**src/rtl/apb_master_bridge.sv**
```systemverilog
// Single-beat command to APB3 requester: one transfer in flight, one-cycle response pulse.
// Optional ACCESS-phase timeout is enabled by defining APB_MASTER_TIMEOUT_EN.
module apb_master_bridge #(
    parameter int ADDR_WIDTH     = 32,
    parameter int DATA_WIDTH     = 32,
    parameter int TIMEOUT_CYCLES = 16
) (
    input  logic                  PCLK,
    input  logic                  PRESETn,
    input  logic                  cmd_valid,
    output logic                  cmd_ready,
    input  logic                  cmd_write,
    input  logic [ADDR_WIDTH-1:0] cmd_addr,
    input  logic [DATA_WIDTH-1:0] cmd_wdata,
    output logic                  rsp_valid,
    output logic [DATA_WIDTH-1:0] rsp_rdata,
    output logic                  rsp_error,
    output logic                  PSEL,
    output logic                  PENABLE,
    output logic                  PWRITE,
    output logic [ADDR_WIDTH-1:0] PADDR,
    output logic [DATA_WIDTH-1:0] PWDATA,
    input  logic [DATA_WIDTH-1:0] PRDATA,
    input  logic                  PREADY
);

    // state     | meaning
    // ST_IDLE   | ready for a command; misaligned commands are answered from here
    // ST_SETUP  | APB setup phase (PSEL=1, PENABLE=0), always one cycle
    // ST_ACCESS | APB access phase, waiting for PREADY (or timeout)
    typedef enum logic [1:0] {
        ST_IDLE   = 2'd0,
        ST_SETUP  = 2'd1,
        ST_ACCESS = 2'd2
    } state_t;

    state_t state;
    state_t state_nxt;

    logic accept;
    logic misalign;
    logic xfer_done;
    logic tmo_hit;

    generate
        if (TIMEOUT_CYCLES < 1) begin : g_bad_timeout
            $error("apb_master_bridge: TIMEOUT_CYCLES must be at least 1");
        end
    endgenerate

`ifdef APB_MASTER_TIMEOUT_EN
    localparam int TMO_W = $clog2(TIMEOUT_CYCLES + 1);

    logic [TMO_W-1:0] tmo_cnt;

    // Down-counter of remaining stalled ACCESS cycles, armed when a transfer is launched.
    always_ff @(posedge PCLK or negedge PRESETn) begin
        if (!PRESETn) begin
            tmo_cnt <= '0;
        end else if (accept && !misalign) begin
            tmo_cnt <= TMO_W'(TIMEOUT_CYCLES);
        end else if (state == ST_ACCESS && !PREADY && tmo_cnt != '0) begin
            tmo_cnt <= tmo_cnt - 1'b1;
        end
    end

    // PREADY on the terminal edge takes priority, so the stall qualifier is part of the hit.
    assign tmo_hit = (state == ST_ACCESS) && !PREADY && (tmo_cnt == TMO_W'(1));
`else
    assign tmo_hit = 1'b0;
`endif

    always_ff @(posedge PCLK or negedge PRESETn) begin
        if (!PRESETn) begin
            state <= ST_IDLE;
        end else begin
            state <= state_nxt;
        end
    end

    always_comb begin
        state_nxt = state;
        accept    = 1'b0;
        misalign  = 1'b0;
        xfer_done = 1'b0;
        cmd_ready = 1'b0;
        PSEL      = 1'b0;
        PENABLE   = 1'b0;
        case (state)
            ST_IDLE: begin
                cmd_ready = 1'b1;
                if (cmd_valid) begin
                    accept   = 1'b1;
                    misalign = (cmd_addr[1:0] != 2'b00);
                    if (cmd_addr[1:0] == 2'b00) begin
                        state_nxt = ST_SETUP;
                    end
                end
            end
            ST_SETUP: begin
                PSEL      = 1'b1;
                state_nxt = ST_ACCESS;
            end
            ST_ACCESS: begin
                PSEL    = 1'b1;
                PENABLE = 1'b1;
                if (PREADY) begin
                    xfer_done = 1'b1;
                    state_nxt = ST_IDLE;
                end else if (tmo_hit) begin
                    state_nxt = ST_IDLE;
                end
            end
            default: begin
                state_nxt = ST_IDLE;
            end
        endcase
    end

    // APB address/data hold their last value between transfers; responses are single-cycle.
    always_ff @(posedge PCLK or negedge PRESETn) begin
        if (!PRESETn) begin
            PADDR     <= '0;
            PWRITE    <= 1'b0;
            PWDATA    <= '0;
            rsp_valid <= 1'b0;
            rsp_error <= 1'b0;
            rsp_rdata <= '0;
        end else begin
            rsp_valid <= 1'b0;
            rsp_error <= 1'b0;
            rsp_rdata <= '0;
            if (accept && misalign) begin
                rsp_valid <= 1'b1;
                rsp_error <= 1'b1;
            end
            if (accept && !misalign) begin
                PADDR  <= cmd_addr;
                PWRITE <= cmd_write;
                PWDATA <= cmd_write ? cmd_wdata : '0;
            end
            if (xfer_done) begin
                rsp_valid <= 1'b1;
                if (!PWRITE) begin
                    rsp_rdata <= PRDATA;
                end
            end else if (tmo_hit) begin
                rsp_valid <= 1'b1;
                rsp_error <= 1'b1;
            end
        end
    end

endmodule

```
**config.mk**
```make
export PLATFORM = sky130hd
export DESIGN_NAME = apb_master_bridge
export DESIGN_NICKNAME = d
export VERILOG_FILES = /design/src/rtl/apb_master_bridge.sv
export SDC_FILE = /design/constraint.sdc
export NUM_CORES = 1
export LEC_CHECK = 0
export ABC_AREA = 1
export CAP_MARGIN = 15
export CORE_MARGIN = 3
export CORE_UTILIZATION = 35
export DETAILED_ROUTE_END_ITERATION = 7
export PLACE_DENSITY = 0.76
export SLEW_MARGIN = 20
export SYNTH_ARGS = -nofsm -noshare
export SYNTH_HDL_FRONTEND = slang
export SYNTH_SLANG_ARGS = --single-unit
```
**constraint.sdc**
```tcl
create_clock -name PCLK -period 1.4 [get_ports PCLK]
set_input_delay 0.21 -clock PCLK [delete_from_list [all_inputs] [get_ports PCLK]]
set_output_delay 0.21 -clock PCLK [all_outputs]
set_load 0.05 [all_outputs]
```
# After elaboration in Yosys (flattened, before gate mapping)
# Index checks and enable logic that the tools add are counted.
[word_totals] ff_bits=101 inputBits=101 out_inout_bits=102 wordCells=38
[classes] n_eq_ne=5 n_mux=18 n_reduce_logical=8
[ops] cell="32-bit two-way mux" n=3
[ops] cell="1-bit two-way mux" n=11
[ops] cell="2-bit two-way mux" n=3
[ops] cell="2-bit != test, second input constant" n=3
[ops] cell="2-bit one-hot mux with 3 select lines" n=1
[ops] cell="2-bit zero test" n=2
[ops] cell="3-bit AND reduction" n=1
[ops] cell="2-bit by 1-bit equality test with 1-bit output, second input constant" n=1
[ops] cell="2-bit equality test, second input constant" n=1
[ops] cell="1-bit logical AND" n=2
[ops] cell="2-bit nonzero test" n=1
[ops] cell="2-bit OR reduction" n=1
[ops] cell="1-bit zero test" n=1

# Longest topological paths before layout
[logic_depth] depth_word=6 depth_mapped=9

# Worst setup path after synthesis
# No wires, ideal clock.
[synth_timing] kind="reg-to-reg" from="register state[0]" to="register PADDR[10]" setup_ns=0.118 arrival_time_ns=1.653 required_ns=1.282 slack_ns=-0.371 stages_incl_launch_ff=10 n_path_buf=2 synth_period_minus_slack_ns=1.771 path_cell_list="dfrtp_1 -> inv_1 -> ha_1 -> nand2_2 -> inv_2 -> nand2_4 -> buf_6 -> buf_6 -> nand2_1 -> nand2_1"
[synth_between] elab_chain_cells=4
[synth_lines] element="start: declaration" line_no="37" rtl="state_t state;"
[synth_lines] element="start signal: assignment" line_no="77" rtl="state <= state_nxt;"
[synth_lines] element="2-bit zero test (*)" line_no="89" rtl="case (state)"
[synth_lines] element="1-bit two-way mux" line_no="89"
[synth_lines] element="1-bit zero test" line_no="137" rtl="if (accept && !misalign) begin"
[synth_lines] element="1-bit logical AND (*)" line_no="137"
[synth_lines] element="end signal: assignment" line_no="138" rtl="PADDR <= cmd_addr;"
[synth_lines] element="end: declaration" line_no="21" rtl="output logic [ADDR_WIDTH-1:0] PADDR,"
# Mark *: on every way between the ends. The rest lies on a longest branch, timed or not.
# A chain may end at the register's enable or synchronous reset.

# Worst setup path in the final report
[layout_timing] from="register state[1]" to="output PENABLE"
[layout_between] elab_chain_cells=2
[layout_lines] element="2-bit equality test" line_no="89"
[layout_lines] element="1-bit two-way mux" line_no="89"
[layout_lines] element="end: declaration" line_no="19" rtl="output logic PENABLE,"
# No other way between the ends.

==> results.toml <==
[power]
internal-power_mw = 9.94
p_leak_nw = 3.64
p_sw_share_pct = 43.0
powerDensity_nw_per_um2 = 2340
power_frac_comb_pct = 59.6
total_power_mw = 17.4
vdd_ir_drop_max_mv = 1.48
pwr-share-seq_pct = 28.7
p_sw_mw = 7.50
pwr-share-clk_pct = 11.7

[yosys]
yosysTopAreaCellShare_pct = 65.8
syn_area_um2 = 3840
synth.most_common_cell = "nand2_1"
synth_cells = 407
syn_nets = 512
synth_ff_type = "dfrtp_1"
ys_types = 16
yosysWarnings = 0
synth_area_leaders = "dfrtp_1, nand2_1, nor2_1"
async_flop_share_pct = 100
synth_edf_count = 0
avgSynthCellArea_um2 = 9.43
yosysSeqAreaShare_pct = 65.8
ys_top_cells_by_count = "nand2_1, dfrtp_1, nor2_1"
synth_seq_cells = 101
synth_top_area_cell = "dfrtp_1"

[timing]
worst_pin_slew_ns = 0.279
setup-violations-final = 3
period_needed_ns = 1.46
drv_slew = 0
fin_hold_ws_ns = 0.367
fin_ws_ns = -0.0649
skew_ns = 0.00822
max_freq_ghz = 0.683
finalCritPeriodShare_pct = 105
finalHoldViolCount = 0
relSlewSlack_pct = 81.4
rsz0062_at_grt = "true"

[worst_setup_path]
worst-setup-path-type = "reg2out"
worstPathArrival_ns = 1.25
r2r_slack_ns = 0.02
cp-start-kind = "register"
r2r_start = "state[1]"
crit_fanout = 3
regToRegEndpoint = "PWDATA[23]"
required_ns = 1.19
ff2ff_path_depth = 9
setup.worst_path.end_class = "output pin"

[min_path]
hp-class = "in2reg"
min_to = "rsp_rdata[19]"
min-delay-start = "PRDATA[19]"
hold_depth = 3

[layout]
syn2layout_area_growth_pct = 93.9
drive_above_1_share_pct = 24.0
finish.net_count = 726
final_core_util_pct = 70.8
antenna_cells = 0
fillers = 734
final_area_um2 = 7440

[die]
pin_count = 203
start_util_pct = 36.5
core_area_um2 = 10500
rows = 37
die_h_um = 111
chipWidth_um = 111
dieArea_um2 = 12300

[routing]
viasPerCell = 4.49
initialDrtViolationCount = 220
drc = 0
wirelength_um = 11200
vias = 3424
ant_nets = 0
wl_per_cell_um = 14.7
dr.pass1.iters = 4

[clocking]
cts_buffers = 9
clk_pin_slew_ns = 0.10
cts_tree = "built"
htreeDepth = 3
root_buffer = "clkbuf_8"
cts_buffer_depth = 2
cts.sinks = 101
clk-insertion-delay-late_ns = 0.35

[grt]
grt_max_degree = 53
antenna_found_initial = 0
overflow = 0
gr-usage-all-layers_pct = 18.3
grt_pass1_vias = 3551
grt_pass1_wl_um = 18100

[place]
post-place-ws_ns = -0.109
place_area_um2 = 7090
port_buffers = 202
routabilityCongestion = 0.815
hpwlAfterDp_um = 8400

[run_status]
violations = "setup timing"
status = "finished with violations"

[job]
drv_cap = 0
==> stage by stage <==
| step | std cells | setup TNS, ns |
|---|---|---|
| 2_1_floorplan | 407 | -2.06 |
| 3_3_place_gp | 737 | -2.14 |
| 3_5_place_dp | 737 | -5.05 |
| 4_1_cts | 758 | -0.170 |
| 5_1_grt | 762 | -1.70 |
| 6_report | 762 | -0.135 |
==> kinds of logic after synthesis <==
group / Yosys count / share of synthesized area [%]
buffers and inverters: 29 / 5.08
AOI/OAI and AO/OA: 3 / 0.391
adders and majority gates: 4 / 1.30
and+or+nand+nor: 270 / 27.4
DFF: 101 / 65.8
==> power groups by stage <==
stage | clock network (mW) | logic (mW) | registers [mW]
finish | 2.04 | 10.4 | 5.01
CTS | 2.12 | 10.4 | 5.01
floorplan | 0 | 1.61 | 7.93
global placement | 0 | 10.1 | 5.01
detailed placement | 0 | 10.3 | 5.08
global route | 2.24 | 10.9 | 5.11
==> flip-flops by register name, summed over array words and instances, names as in the netlist <==
register / cells
state: 2
PWDATA: 32
PADDR: 32
rsp_valid: 1
rsp_error: 1
rsp_rdata: 32
PWRITE: 1
==> what timing repair did <==
action,CTS,global route
gates resized for setup,1,6
setup buffers,4,2
endpoints found under the setup margin,3,68
hold endpoints to repair,101,0
hold buffers,1,0
pin swaps,0,0
gates cloned,0,2
==> cells in the final DEF, fill, tap and decap left out <==
cell / instances
ha_2: 1
dlygate4sd3_1: 1
clkdlybuf4s50_1: 99
clkbuf_8: 10
buf_6: 2
clkinv_4: 1
dfrtp_1: 101
clkinv_2: 2
o21ai_0: 3
nand2_1: 226
nand2_8: 1
clkbuf_16: 2
inv_2: 2
nand3_1: 3
nor2_8: 1
ha_1: 2
nor2_4: 1
inv_1: 6
buf_12: 110
ha_4: 1
clkinvlp_4: 1
nor2_1: 35
nand2_2: 3
bufinv_16: 2
buf_4: 8
inv_4: 2
==> how the worst max path moves through the flow <==
stage / start / end / slack (ns) / cells after the start
floorplan: state[1] / PADDR[10] / -0.03 / 9
global placement: cmd_addr[1] / PADDR[3] / -0.05 / 7
detailed placement: cmd_valid / PADDR[11] / -0.11 / 8
CTS: state[1] / PENABLE / -0.08 / 3
global route: state[1] / PENABLE / -0.11 / 3
finish: state[1] / PENABLE / -0.06 / 3
==> critical path, cell delays in order, from the launching register on <==
cell and delay [ns]:
dfrtp_1 0.41, buf_4 0.14, ha_2 0.19, buf_12 0.15
==> metal layers <==
metal / global-route usage, % / wire [µm] / vias to the layer above / share of wire (%)
met4: 7.39 / 235 / 0 / 2.1
met1: 20.2 / 3980 / 1603 / 36
li1: - / - / 1637 / -
met3: 7.37 / 1210 / 17 / 11
met5: 0 / 0 / - / 0
met2: 31.4 / 5760 / 167 / 51
==> area by class of cell <==
class	count	area (µm²)	area share, %
clock inverter	6	86.3	1.16
sequential	101	2530	33.9
multi-input combinational	277	1140	15.4
clock buffer	10	138	1.85
tap	136	170	2.29
inverter	10	42.5	0.571
timing repair buffer	222	3340	44.8
Note: power is estimated with default switching activity, not from simulation.
